File: src/rtl/pipeline_hazard_controller.sv
// pipeline_hazard_controller
// Sequencing and hazard control for a simple in-order pipeline. An
// IDLE -> WARMUP -> RUN -> HALTED state machine gates the PC and the IF/ID
// register. While in RUN, it resolves the following hazards by priority:
// memory stall, then taken-branch flush, then load-use stall.
// Optional build macro: PIPE_CTRL_PERF_CNT_EN adds the stallCount and
// flushCount performance counters.
// WARMUP_CYCLES must lie in the range 1..7.
module pipeline_hazard_controller #(
   parameter int unsigned WARMUP_CYCLES = 2
) (
   input  logic        clk,
   input  logic        rstN,
   input  logic        startProcess,
   input  logic        haltReq,
   input  logic        memBusy,
   input  logic [4:0]  ID_rs1,
   input  logic [4:0]  ID_rs2,
   input  logic        ID_useRs1,
   input  logic        ID_useRs2,
   input  logic [4:0]  EX_rd,
   input  logic        EX_memRead,
   input  logic        EX_branchTaken,
   output logic        pcWrite,
   output logic        harzardIF_ID_Write,
   output logic        IF_flush,
   output logic        ID_EX_bubble,
   output logic        running
`ifdef PIPE_CTRL_PERF_CNT_EN
   ,
   output logic [31:0] stallCount,
   output logic [31:0] flushCount
`endif
);

   typedef enum logic [1:0] {
      IDLE   = 2'd0,
      WARMUP = 2'd1,
      RUN    = 2'd2,
      HALTED = 2'd3
   } state_t;

   // Final warmup count value; the counter runs from 0 up to this value.
   localparam logic [2:0] WARM_LAST = 3'(WARMUP_CYCLES - 1);

   state_t      state_reg;
   state_t      state_next;
   logic [2:0]  warm_cnt_reg;
   logic [2:0]  warm_cnt_next;
   logic        load_use;
   logic        rs1_hit;
   logic        rs2_hit;

   // Load-use hazard: the ID instruction reads the register that a load
   // currently in EX has not yet produced. Register x0 is never a hazard.
   always_comb begin
      rs1_hit  = ID_useRs1 && (ID_rs1 == EX_rd);
      rs2_hit  = ID_useRs2 && (ID_rs2 == EX_rd);
      load_use = EX_memRead && (EX_rd != 5'd0) && (rs1_hit || rs2_hit);
   end

   // Register the state and the warmup counter. Reset is asynchronous.
   always_ff @(posedge clk or negedge rstN) begin
      if (!rstN) begin
         state_reg    <= IDLE;
         warm_cnt_reg <= 3'd0;
      end else begin
         state_reg    <= state_next;
         warm_cnt_reg <= warm_cnt_next;
      end
   end

   // Compute the next state. HALTED is left only through reset.
   always_comb begin
      state_next    = state_reg;
      warm_cnt_next = warm_cnt_reg;
      case (state_reg)
         IDLE: begin
            if (startProcess) begin
               state_next    = WARMUP;
               warm_cnt_next = 3'd0;
            end
         end
         WARMUP: begin
            if (warm_cnt_reg == WARM_LAST) begin
               state_next    = RUN;
               warm_cnt_next = 3'd0;
            end else begin
               warm_cnt_next = warm_cnt_reg + 3'd1;
            end
         end
         RUN: begin
            // A halt that arrives during a memory stall waits until the
            // pipeline is able to move again.
            if (haltReq && !memBusy) begin
               state_next = HALTED;
            end
         end
         HALTED: begin
            state_next = HALTED;
         end
         default: begin
            state_next    = IDLE;
            warm_cnt_next = 3'd0;
         end
      endcase
   end

   // Drive the pipeline control outputs from the state and the hazard
   // inputs. A branch takes priority over a load-use stall, so an
   // instruction on the wrong path is flushed rather than stalled.
   always_comb begin
      pcWrite            = 1'b0;
      harzardIF_ID_Write = 1'b1;
      IF_flush           = 1'b0;
      ID_EX_bubble       = 1'b1;
      running            = 1'b0;
      case (state_reg)
         IDLE, WARMUP: begin
            pcWrite            = 1'b0;
            harzardIF_ID_Write = 1'b1;
            IF_flush           = 1'b0;
            ID_EX_bubble       = 1'b1;
         end
         RUN: begin
            running = 1'b1;
            if (memBusy) begin
               pcWrite            = 1'b0;
               harzardIF_ID_Write = 1'b0;
               IF_flush           = 1'b0;
               ID_EX_bubble       = 1'b0;
            end else if (EX_branchTaken) begin
               pcWrite            = 1'b1;
               harzardIF_ID_Write = 1'b1;
               IF_flush           = 1'b1;
               ID_EX_bubble       = 1'b1;
            end else if (load_use) begin
               pcWrite            = 1'b0;
               harzardIF_ID_Write = 1'b0;
               IF_flush           = 1'b0;
               ID_EX_bubble       = 1'b1;
            end else begin
               pcWrite            = 1'b1;
               harzardIF_ID_Write = 1'b1;
               IF_flush           = 1'b0;
               ID_EX_bubble       = 1'b0;
            end
         end
         HALTED: begin
            pcWrite            = 1'b0;
            harzardIF_ID_Write = 1'b0;
            IF_flush           = 1'b0;
            ID_EX_bubble       = 1'b1;
         end
         default: begin
            pcWrite            = 1'b0;
            harzardIF_ID_Write = 1'b1;
            IF_flush           = 1'b0;
            ID_EX_bubble       = 1'b1;
         end
      endcase
   end

`ifdef PIPE_CTRL_PERF_CNT_EN
   logic stall_event;
   logic flush_event;

   // Decide which RUN cycles are counted as stalls or flushes.
   always_comb begin
      stall_event = (state_reg == RUN) && (load_use || memBusy);
      flush_event = (state_reg == RUN) && IF_flush;
   end

   // Saturating performance counters. They hold at all-ones rather than
   // wrapping back to zero.
   always_ff @(posedge clk or negedge rstN) begin
      if (!rstN) begin
         stallCount <= 32'd0;
         flushCount <= 32'd0;
      end else begin
         if (stall_event && (stallCount != 32'hFFFF_FFFF)) begin
            stallCount <= stallCount + 32'd1;
         end
         if (flush_event && (flushCount != 32'hFFFF_FFFF)) begin
            flushCount <= flushCount + 32'd1;
         end
      end
   end
`endif

endmodule

File: config.mk
export PLATFORM = sky130hd
export DESIGN_NAME = pipeline_hazard_controller
export DESIGN_NICKNAME = d
export VERILOG_FILES = /design/src/rtl/pipeline_hazard_controller.sv
export SDC_FILE = /design/constraint.sdc
export NUM_CORES = 1
export LEC_CHECK = 0
export CAP_MARGIN = 20
export CORE_UTILIZATION = 30
export DETAILED_ROUTE_END_ITERATION = 10
export PLACE_DENSITY_LB_ADDON = 0.25
export SYNTH_ARGS = -nofsm -noshare
export SYNTH_HDL_FRONTEND = slang
export SYNTH_SLANG_ARGS = --single-unit
File: constraint.sdc
create_clock -name clk -period 2.5 [get_ports clk]
set_input_delay 0.75 -clock clk [delete_from_list [all_inputs] [get_ports clk]]
set_output_delay 0.75 -clock clk [all_outputs]
set_load 0.02 [all_outputs]
# Word level (Yosys, flattened, before mapping)
# Cells that the tools add are included.
dict set report word_totals {
  reg_bits 5
  out_inout_bits 5
  elab_cells 46
  inputBits 24
}
dict set report op_classes {
  reduce_logical 14
  add_sub_neg 1
  n_eq_ne 9
  muxes 20
}
# operator n
set op_table {}
lappend op_table {{5-bit == test} 2}
lappend op_table {{1-bit two-way mux} 9}
lappend op_table {{2-bit case mux with 4 select lines} 1}
lappend op_table {{2-bit two-way mux} 3}
lappend op_table {{3-bit two-way mux} 2}
lappend op_table {{2-bit != test, second input constant} 3}
lappend op_table {{1-bit case mux with 2 select lines} 3}
lappend op_table {{3-bit case mux with 2 select lines} 1}
lappend op_table {{1-bit logical AND} 5}
lappend op_table {{5-bit nonzero test} 1}
lappend op_table {{2-bit == test, second input constant} 2}
lappend op_table {{3-bit by 1-bit adder with 3-bit output, second input constant} 1}
lappend op_table {{3-bit by 1-bit == test with 1-bit output, second input constant} 1}
lappend op_table {{1-bit case mux with 3 select lines} 1}
lappend op_table {{3-bit AND reduction} 1}
lappend op_table {{3-bit OR reduction} 1}
lappend op_table {{2-bit by 1-bit == test with 1-bit output, second input constant} 1}
lappend op_table {{2-bit zero test} 1}
lappend op_table {{2-bit AND reduction} 1}
lappend op_table {{2-bit nonzero test} 1}
lappend op_table {{2-bit OR reduction} 1}
lappend op_table {{1-bit zero test} 1}
lappend op_table {{1-bit logical OR} 1}

# Logic depth before layout (Yosys ltp)
# Gate-level depths: netlist of the first run.
dict set report depth {
  ltp_word 8
  mapped_depth 4
  depth_no_buf 4
}

# Worst setup path before layout of the first run
# Ideal clock, no wire load.
dict set report synth_timing {
  path_type {input -> output}
  from {in EX_rd[0]}
  to {out pcWrite}
  arrival_ns 2.061
  path_stages 4
  required_time_ns 1.750
  n_path_buf 0
  path_slack_ns -0.311
  cell_sequence {or4_1 > o21ai_2 > nor2_1 > a211oi_1}
}
dict set report synth_via {
  elab_chain_cells 8
  elab_cells_between_ends 12
  classes_between {eq/ne: 2; mux: 4; reduce/logical: 6}
}
# element line_no
set synth_rtl {}
lappend synth_rtl {{from (decl)} 21} ;# input logic [4:0] EX_rd,
lappend synth_rtl {{5-bit == test, on equally long branches} {57, 58}}
lappend synth_rtl {{1-bit logical AND, on equally long branches} {57, 58}}
lappend synth_rtl {{1-bit logical OR} 59} ;# load_use = EX_memRead && (EX_rd != 5'd0) && (rs1_hit || rs2_hit);
lappend synth_rtl {{1-bit logical AND (*)} 59}
lappend synth_rtl {{1-bit two-way mux (*)} 137} ;# end else if (load_use) begin
lappend synth_rtl {{1-bit two-way mux (*)} 132} ;# end else if (EX_branchTaken) begin
lappend synth_rtl {{1-bit two-way mux (*)} 127} ;# if (memBusy) begin
lappend synth_rtl {{1-bit case mux with 2 select lines (*)} 118} ;# case (state_reg)
lappend synth_rtl {{to (decl)} 24} ;# output logic pcWrite,
# Every way passes the cells marked *; elsewhere a longest branch is shown, timed or not.

# Worst setup path after layout of the first run
dict set report layout_timing {
  from {in EX_rd[3]}
  to {out ID_EX_bubble}
}
dict set report layout_via {
  elab_chain_cells 8
  elab_cells_between_ends 12
  classes_between {eq/ne: 2; mux: 4; reduce/logical: 6}
}
# element line_no
set layout_rtl {}
lappend layout_rtl {{5-bit == test, on equally long branches} {57, 58}}
lappend layout_rtl {{1-bit logical AND, on equally long branches} {57, 58}}
lappend layout_rtl {{1-bit logical OR} 59}
lappend layout_rtl {{1-bit logical AND (*)} 59}
lappend layout_rtl {{1-bit two-way mux (*)} 137}
lappend layout_rtl {{1-bit two-way mux (*)} 132}
lappend layout_rtl {{1-bit two-way mux (*)} 127}
lappend layout_rtl {{1-bit case mux with 2 select lines (*)} 118}
lappend layout_rtl {{to (decl)} 27} ;# output logic ID_EX_bubble,
# Marked as above.

==> metrics.md, run 1 <==
| Metric | Value |
|---|---|
| Reg-to-Reg End | warm_cnt_reg[2] |
| Worst R2R Path Depth | 3 |
| Post-layout min period | 2790 ps |
| Count of flip-flops with a built-in enable after synthesis | 0 |
| DR top layer | met3 |
| Inserted Clock Buffers | 3 |
| Die area | 1580 sq um |
| Hold buffers post-CTS | 0 |
| Clock root cell | clkbuf_4 |
| Flop and latch count out of synthesis | 5 |
| Clk pwr share | 0.321 |
| Initial antenna violation count | 0 |
| GRT Overall Usage | 0.178 |
| Vias | 558 |
| Syn-to-layout area delta | 99.4% |
| DP Cell Count | 103 |
| Worst vdd ir | 189 uV |
| Fin Clk Skew | 12.3 ps |
| Total power | 297 uW |
| R2R Path Start | state_reg[1] |
| Synth area leader | dfrtp_1 |
| Internal | 212 uW |
| Cells after synthesis | 51 |
| Netlist Area Pre-Place | 427 sq um |
| CP max stage cell | or4_4 |
| Max reg flops | 3 |
| Avg Cell Area, Syn | 8.37 sq um |
| Post-synthesis sequential area ratio | 0.293 |
| Setup TNS | -778 ps |
| RSZ-0062 raised after global routing | yes |
| Fin crit share | 1.12 |
| Setup crit start kind | input port |
| DRT iter0 DRCs | 12 |
| Setup ws final | -290 ps |
| Asr flop ratio synth | 1.00 |
| Crit path kind | input port to primary output |
| HP Class | register to register |
| Reg clk slew, reported paths | 40 ps |
| Fin cells | 109 |
| Top cell type's share of synthesized area | 0.293 |
| CTS tree | yes |
| Wl on met1 | 478 microns |
| Maximum clock path buffer count | 2 |
| Critical Path RT | 1750 ps |
| Hold Path Sink | warm_cnt_reg[0] |
| Crit path buf inv count | 2 |
| Crit-path leading delay family | simple AND/OR/NAND/NOR gates |
| WL final | 1340 microns |
| Pleak | 0.384 nW |
| I/O Buffers | 28 |
| Routed wl met2 | 821 microns |
| Net Sw Power | 85.0 uW |
| Net count after synthesis | 75 |
| Per-cell routed wire length | 12.3 microns |
| Power Dens Cells | 349 nW/um^2 |
| Comb power frac | 0.346 |
| Post-layout net count | 119 |
| Global placement routability congestion | 0.720 |
| R2R setup slack | 1320 ps |
| Synth cell types | 23 |
| Number of vias per cell | 5.12 |
| Layout cells sized above 1 | 0.309 |
| Clk_lat worst skew | 240 ps |
| Switching Fraction | 0.286 |
| Status | finished, violations left |
| Post-synth top flop | dfrtp_1 |
| Starting density of the core | 0.324 |
| Failing checks | negative setup slack |
| Clock sink count | 5 |
| Core Box Area | 1320 sq um |
| Met3 WL | 39 microns |
| GRT overflow | 0 |
| Cells along the critical path | buf_6 -> or4_4 -> o21ai_4 -> nor2_1 -> a221o_1 -> buf_6 |
| CP Max Fanout | 3 |
| Residual DRC | 0 |
| Hold path depth | 1 |
| Largest net degree at the start of global routing | 8 |
| Critical path's most frequent cell | buf_6 |
| Arr. time, crit path | 2040 ps |
| Top cells by area, synth | dfrtp_1, xnor2_1, nand2_1, a22o_1, nor2_1 |
| Endpoints failing setup | 4 |
| Number of cell rows | 13 |
| First-pass GRT wire length | 1920 microns |
| Worst Tran Pin Value | 374 ps |
| Largest stage delay on the critical path | 530 ps |
| Final max-slew violation count | 0 |
| I/O pin count | 29 |
| Most frequent cell after synthesis | xnor2_1 |
| Die width | 39.7 microns |
| H-tree depth | 1 |
| Final hold vios | 0 |
| Hold_sp | state_reg[1] |
| Peak Freq | 0.358 GHz |
| Design Area, Final | 851 sq um |
| Crit end category | primary output |
| Count of antenna-violating nets left after detailed routing | 0 |
| DIE HEIGHT | 39.7 microns |
| Max_cap viols | 0 |
| Antenna diode count | 0 |
| Relative slew slack | 0.748 |
| Sequential power share | 0.333 |
| Dpl cell area | 806 sq um |
| Vias in the first global route | 506 |
| Post-synth top cells | xnor2_1, dfrtp_1, nand2_1 |
| Ys Warns | 0 |
| TritonRoute pass-1 iters | 4 |
| DP Wirelength | 1040 microns |
worst max path at each step:
| stage | to | from | slack [ps] | depth (start not counted) |
|---|---|---|---|---|
| after global routing | ID_EX_bubble | EX_rd[0] | -330 | 6 |
| after global placement | ID_EX_bubble | EX_rd[0] | -990 | 6 |
| after CTS | ID_EX_bubble | EX_rd[4] | -320 | 6 |
| after floorplan | pcWrite | EX_rd[0] | -90 | 4 |
| final | ID_EX_bubble | EX_rd[3] | -290 | 6 |
| after detailed placement | pcWrite | EX_rd[0] | -1020 | 6 |
worst reg2reg max path, delay by kind of cell, from the launching register on:
kind / cells / cell delay, ps
AOI/OAI and AO/OA: 2 / 490
DFF: 1 / 400
buffers and inverters: 1 / 190
power by group through the flow:
stage	Clock (mW)	Combinational (mW)	Sequential, mW
2_1_floorplan	0	0.0440	0.0974
3_3_place_gp	0	0.101	0.100
3_5_place_dp	0	0.103	0.100
4_1_cts	0.0989	0.103	0.0991
5_1_grt	0.104	0.111	0.0998
6_report	0.0954	0.103	0.0990
cells in the final DEF, fill, tap and decap left out, types with 2 or more instances in the layout:
cell and count:
buf_4 12, dlygate4sd2_1 11, xnor2_1 10, clkdlybuf4s50_1 9
nand2_1 5, dfrtp_1 5, nor2_1 4, buf_6 4
inv_1 3, clkbuf_4 3, nand2b_1 2, nand4_1 2
nor2b_1 2, o21ai_0 2, a22o_1 2
what timing repair did:
action	4_1_cts	5_1_grt
gates resized for setup	50	1
setup endpoints to repair	4	4
setup buffers	2	1
pin swaps	14	5
cell families after synthesis:
kind of cell	after synthesis	share of synthesized area
XOR/XNOR	10	0.205
AND/OR/NAND/NOR	19	0.229
flip-flops	5	0.293
AO/OA/AOI/OAI	13	0.220
multiplexers	1	0.0264
buffers and inverters	3	0.0264
through the flow:
| stage | util | hold WS [ps] | setup slack [ps] |
|---|---|---|---|
| after floorplan | - | 454 | -86.4 |
| after global placement | 0.612 | 509 | -991 |
| after detailed placement | 0.612 | 513 | -1020 |
| after CTS | 0.646 | 519 | -323 |
| after global routing | 0.646 | 560 | -332 |
| final | 0.646 | 517 | -290 |
final cells by class:
cell class / count / area, sq um
fillers: 123 / 467
repair buffers: 39 / 348
multi-input cells: 43 / 322
flip-flops and latches: 5 / 125
clock buffers: 4 / 26.3
well taps: 15 / 18.8
inverters: 3 / 11.3
metal layers:
metal / up-vias / track usage
met4: 0 / 0
met5: - / 0
met2: 19 / 0.381
met1: 268 / 0.177
met3: 0 / 0.0341
li1: 271 / -
Note: power is estimated with default switching activity, not from simulation.
==> run 2: changes to the inputs <==
CORE_AREA = 2 2 39 41   (was unset)
CORE_UTILIZATION = unset   (was 30)
DIE_AREA = 0 0 41 43   (was unset)
DONT_BUFFER_PORTS = 1   (was unset)
==> run 2 against run 1 <==
  * The run still ends with negative setup slack left
  * Final area is 41% lower
  * Critical path depth is 2 lower
  * Power is 18% lower
  * Setup slack better by 180 ps
  * Via count is 30% lower
  * Clock power is 1% higher
  * Sequential share of layout area is 10 points higher
  * Sequential power is 0.4% lower
  * Register-to-register slack better by 30 ps
  * Die area is 12% higher
  * Combinational power is 53% lower
  * Clock skew is 9.9 ps lower
  * Largest cell class is now multi-input gates
==> metrics.md, run 2 (same netlist as run 1, synthesis figures left out) <==
| Metric | Value |
|---|---|
| Fillers | 146 |
| Setup ws final | -112 ps |
| Fin crit share | 1.04 |
| RSZ-0062 raised after global routing | yes |
| CTS tree | yes |
| Arr. time, crit path | 1860 ps |
| Cells along the critical path | or4_4 -> o21ai_4 -> nor2_1 -> a221o_1 |
| Syn-to-layout area delta | 17.3% |
| Final max-slew violation count | 0 |
| Switching Fraction | 0.270 |
| Starting density of the core | 0.308 |
| Most common cell after layout, fill and taps aside | xnor2_1 |
| Post-CTS setup repair buffer count | 0 |
| Largest stage delay on the critical path | 530 ps |
| Setup crit start kind | input port |
| Vias | 392 |
| Reg-to-Reg End | warm_cnt_reg[2] |
| Crit end category | primary output |
| Number of vias per cell | 5.44 |
| Crit path kind | input port to primary output |
| I/O pin count | 29 |
| Die area | 1760 sq um |
| Fin Clk Skew | 2.35 ps |
| Antenna diode count | 0 |
| Inserted Clock Buffers | 3 |
| Crit path buf inv count | 0 |
| Clock root cell | clkbuf_4 |
| Peak Freq | 0.383 GHz |
| Residual DRC | 0 |
| Status | finished, violations left |
| Post-layout net count | 81 |
| Dpl ws | -122 ps |
| HP Class | input port to async pin |
| First-pass GRT wire length | 1410 microns |
| Pleak | 0.199 nW |
| GRT Overall Usage | 0.118 |
| Worst Tran Pin Value | 350 ps |
| Relative slew slack | 0.764 |
| WL final | 909 microns |
| Layout cells sized above 1 | 0.179 |
| H-tree depth | 1 |
| Final hold vios | 0 |
| Count of antenna-violating nets left after detailed routing | 0 |
| Vias in the first global route | 377 |
| Clk pwr share | 0.396 |
| Multi-input gate area | 310 sq um |
| R2R setup slack | 1350 ps |
| Maximum clock path buffer count | 2 |
| Clock sink count | 5 |
| Largest net degree at the start of global routing | 9 |
| TritonRoute pass-1 iters | 3 |
| Number of cell rows | 14 |
| Worst vdd ir | 127 uV |
| Net Sw Power | 65.8 uW |
| Per-cell routed wire length | 12.6 microns |
| Global placement routability congestion | 0.681 |
| Max_cap viols | 0 |
| DIE HEIGHT | 43 microns |
| CP Max Fanout | 3 |
| CP max stage cell | or4_4 |
| DRT iter0 DRCs | 3 |
| Commonest cells after routing, fill and taps aside | xnor2_1, nand2_1, dfrtp_1 |
| Post-layout min period | 2610 ps |
| Max reg flops | 3 |
| Endpoints failing setup | 3 |
| Sequential power share | 0.404 |
| Critical Path RT | 1750 ps |
| Clk_lat worst skew | 250 ps |
| Reg clk slew, reported paths | 50 ps |
| Initial antenna violation count | 0 |
| Power Dens Cells | 487 nW/um^2 |
| Comb power frac | 0.200 |
| Area occupied by registers | 125 sq um |
| R2R Path Start | state_reg[1] |
| I/O Buffers | 0 |
| Failing checks | negative setup slack |
| DP Wirelength | 796 microns |
| Crit-path leading delay family | simple AND/OR/NAND/NOR gates |
| GRT overflow | 0 |
| Hold Slack | 195 ps |
| Hold buffers post-CTS | 0 |
| Core Box Area | 1380 sq um |
| Worst R2R Path Depth | 3 |
| Die width | 41 microns |
| Internal | 178 uW |
==> run 2: routing by layer <==
layer | vias to the layer above | track usage | share of wire
met3 | 2 | 0.0209 | 0.061
met5 | - | 0 | 0
met4 | 0 | 0.100 | 0.019
li1 | 193 | - | -
met1 | 182 | 0.129 | 0.36
met2 | 15 | 0.184 | 0.56
==> run 2: repair_timing <==
item | CTS | global route
pin swaps | 1 | 0
resized for setup | 1 | 0
endpoints found under the setup margin | 3 | 3
==> run 2: through the flow <==
step,cells,TNS [ps],instance area [sq um],power [mW],util
final,72,-204,500,0.244,0.362
after CTS,72,-230,500,0.250,0.362
after detailed placement,68,-248,467,0.149,0.337
after global routing,72,-290,500,0.261,0.362
after floorplan,51,-173,439,0.141,-
after global placement,68,-239,467,0.149,0.337
==> run 2: power groups by stage <==
stage | Sequential, mW | Clock, mW | Combinational [mW]
CTS | 0.0990 | 0.101 | 0.0496
finish | 0.0986 | 0.0965 | 0.0488
global route | 0.101 | 0.104 | 0.0568
global placement | 0.0998 | 0 | 0.0490
detailed placement | 0.100 | 0 | 0.0485
floorplan | 0.0974 | 0 | 0.0440
==> run 2: worst max path at each step <==
stage,start,to,slack [ps],cells past startpoint
3_3_place_gp,EX_rd[0],ID_EX_bubble,-120,4
6_report,EX_rd[0],ID_EX_bubble,-110,4
5_1_grt,EX_rd[0],ID_EX_bubble,-140,4
3_5_place_dp,EX_rd[0],ID_EX_bubble,-120,4
4_1_cts,EX_rd[0],ID_EX_bubble,-120,4
2_1_floorplan,EX_rd[0],pcWrite,-90,4
==> run 2: cell type report <==
class                   instances  share of cell area
repair buffers                  1              0.0150
well taps                      16              0.0400
inverters                       3              0.0225
multi-input cells              43               0.620
clock buffers                   4              0.0525
flip-flops and latches          5               0.250
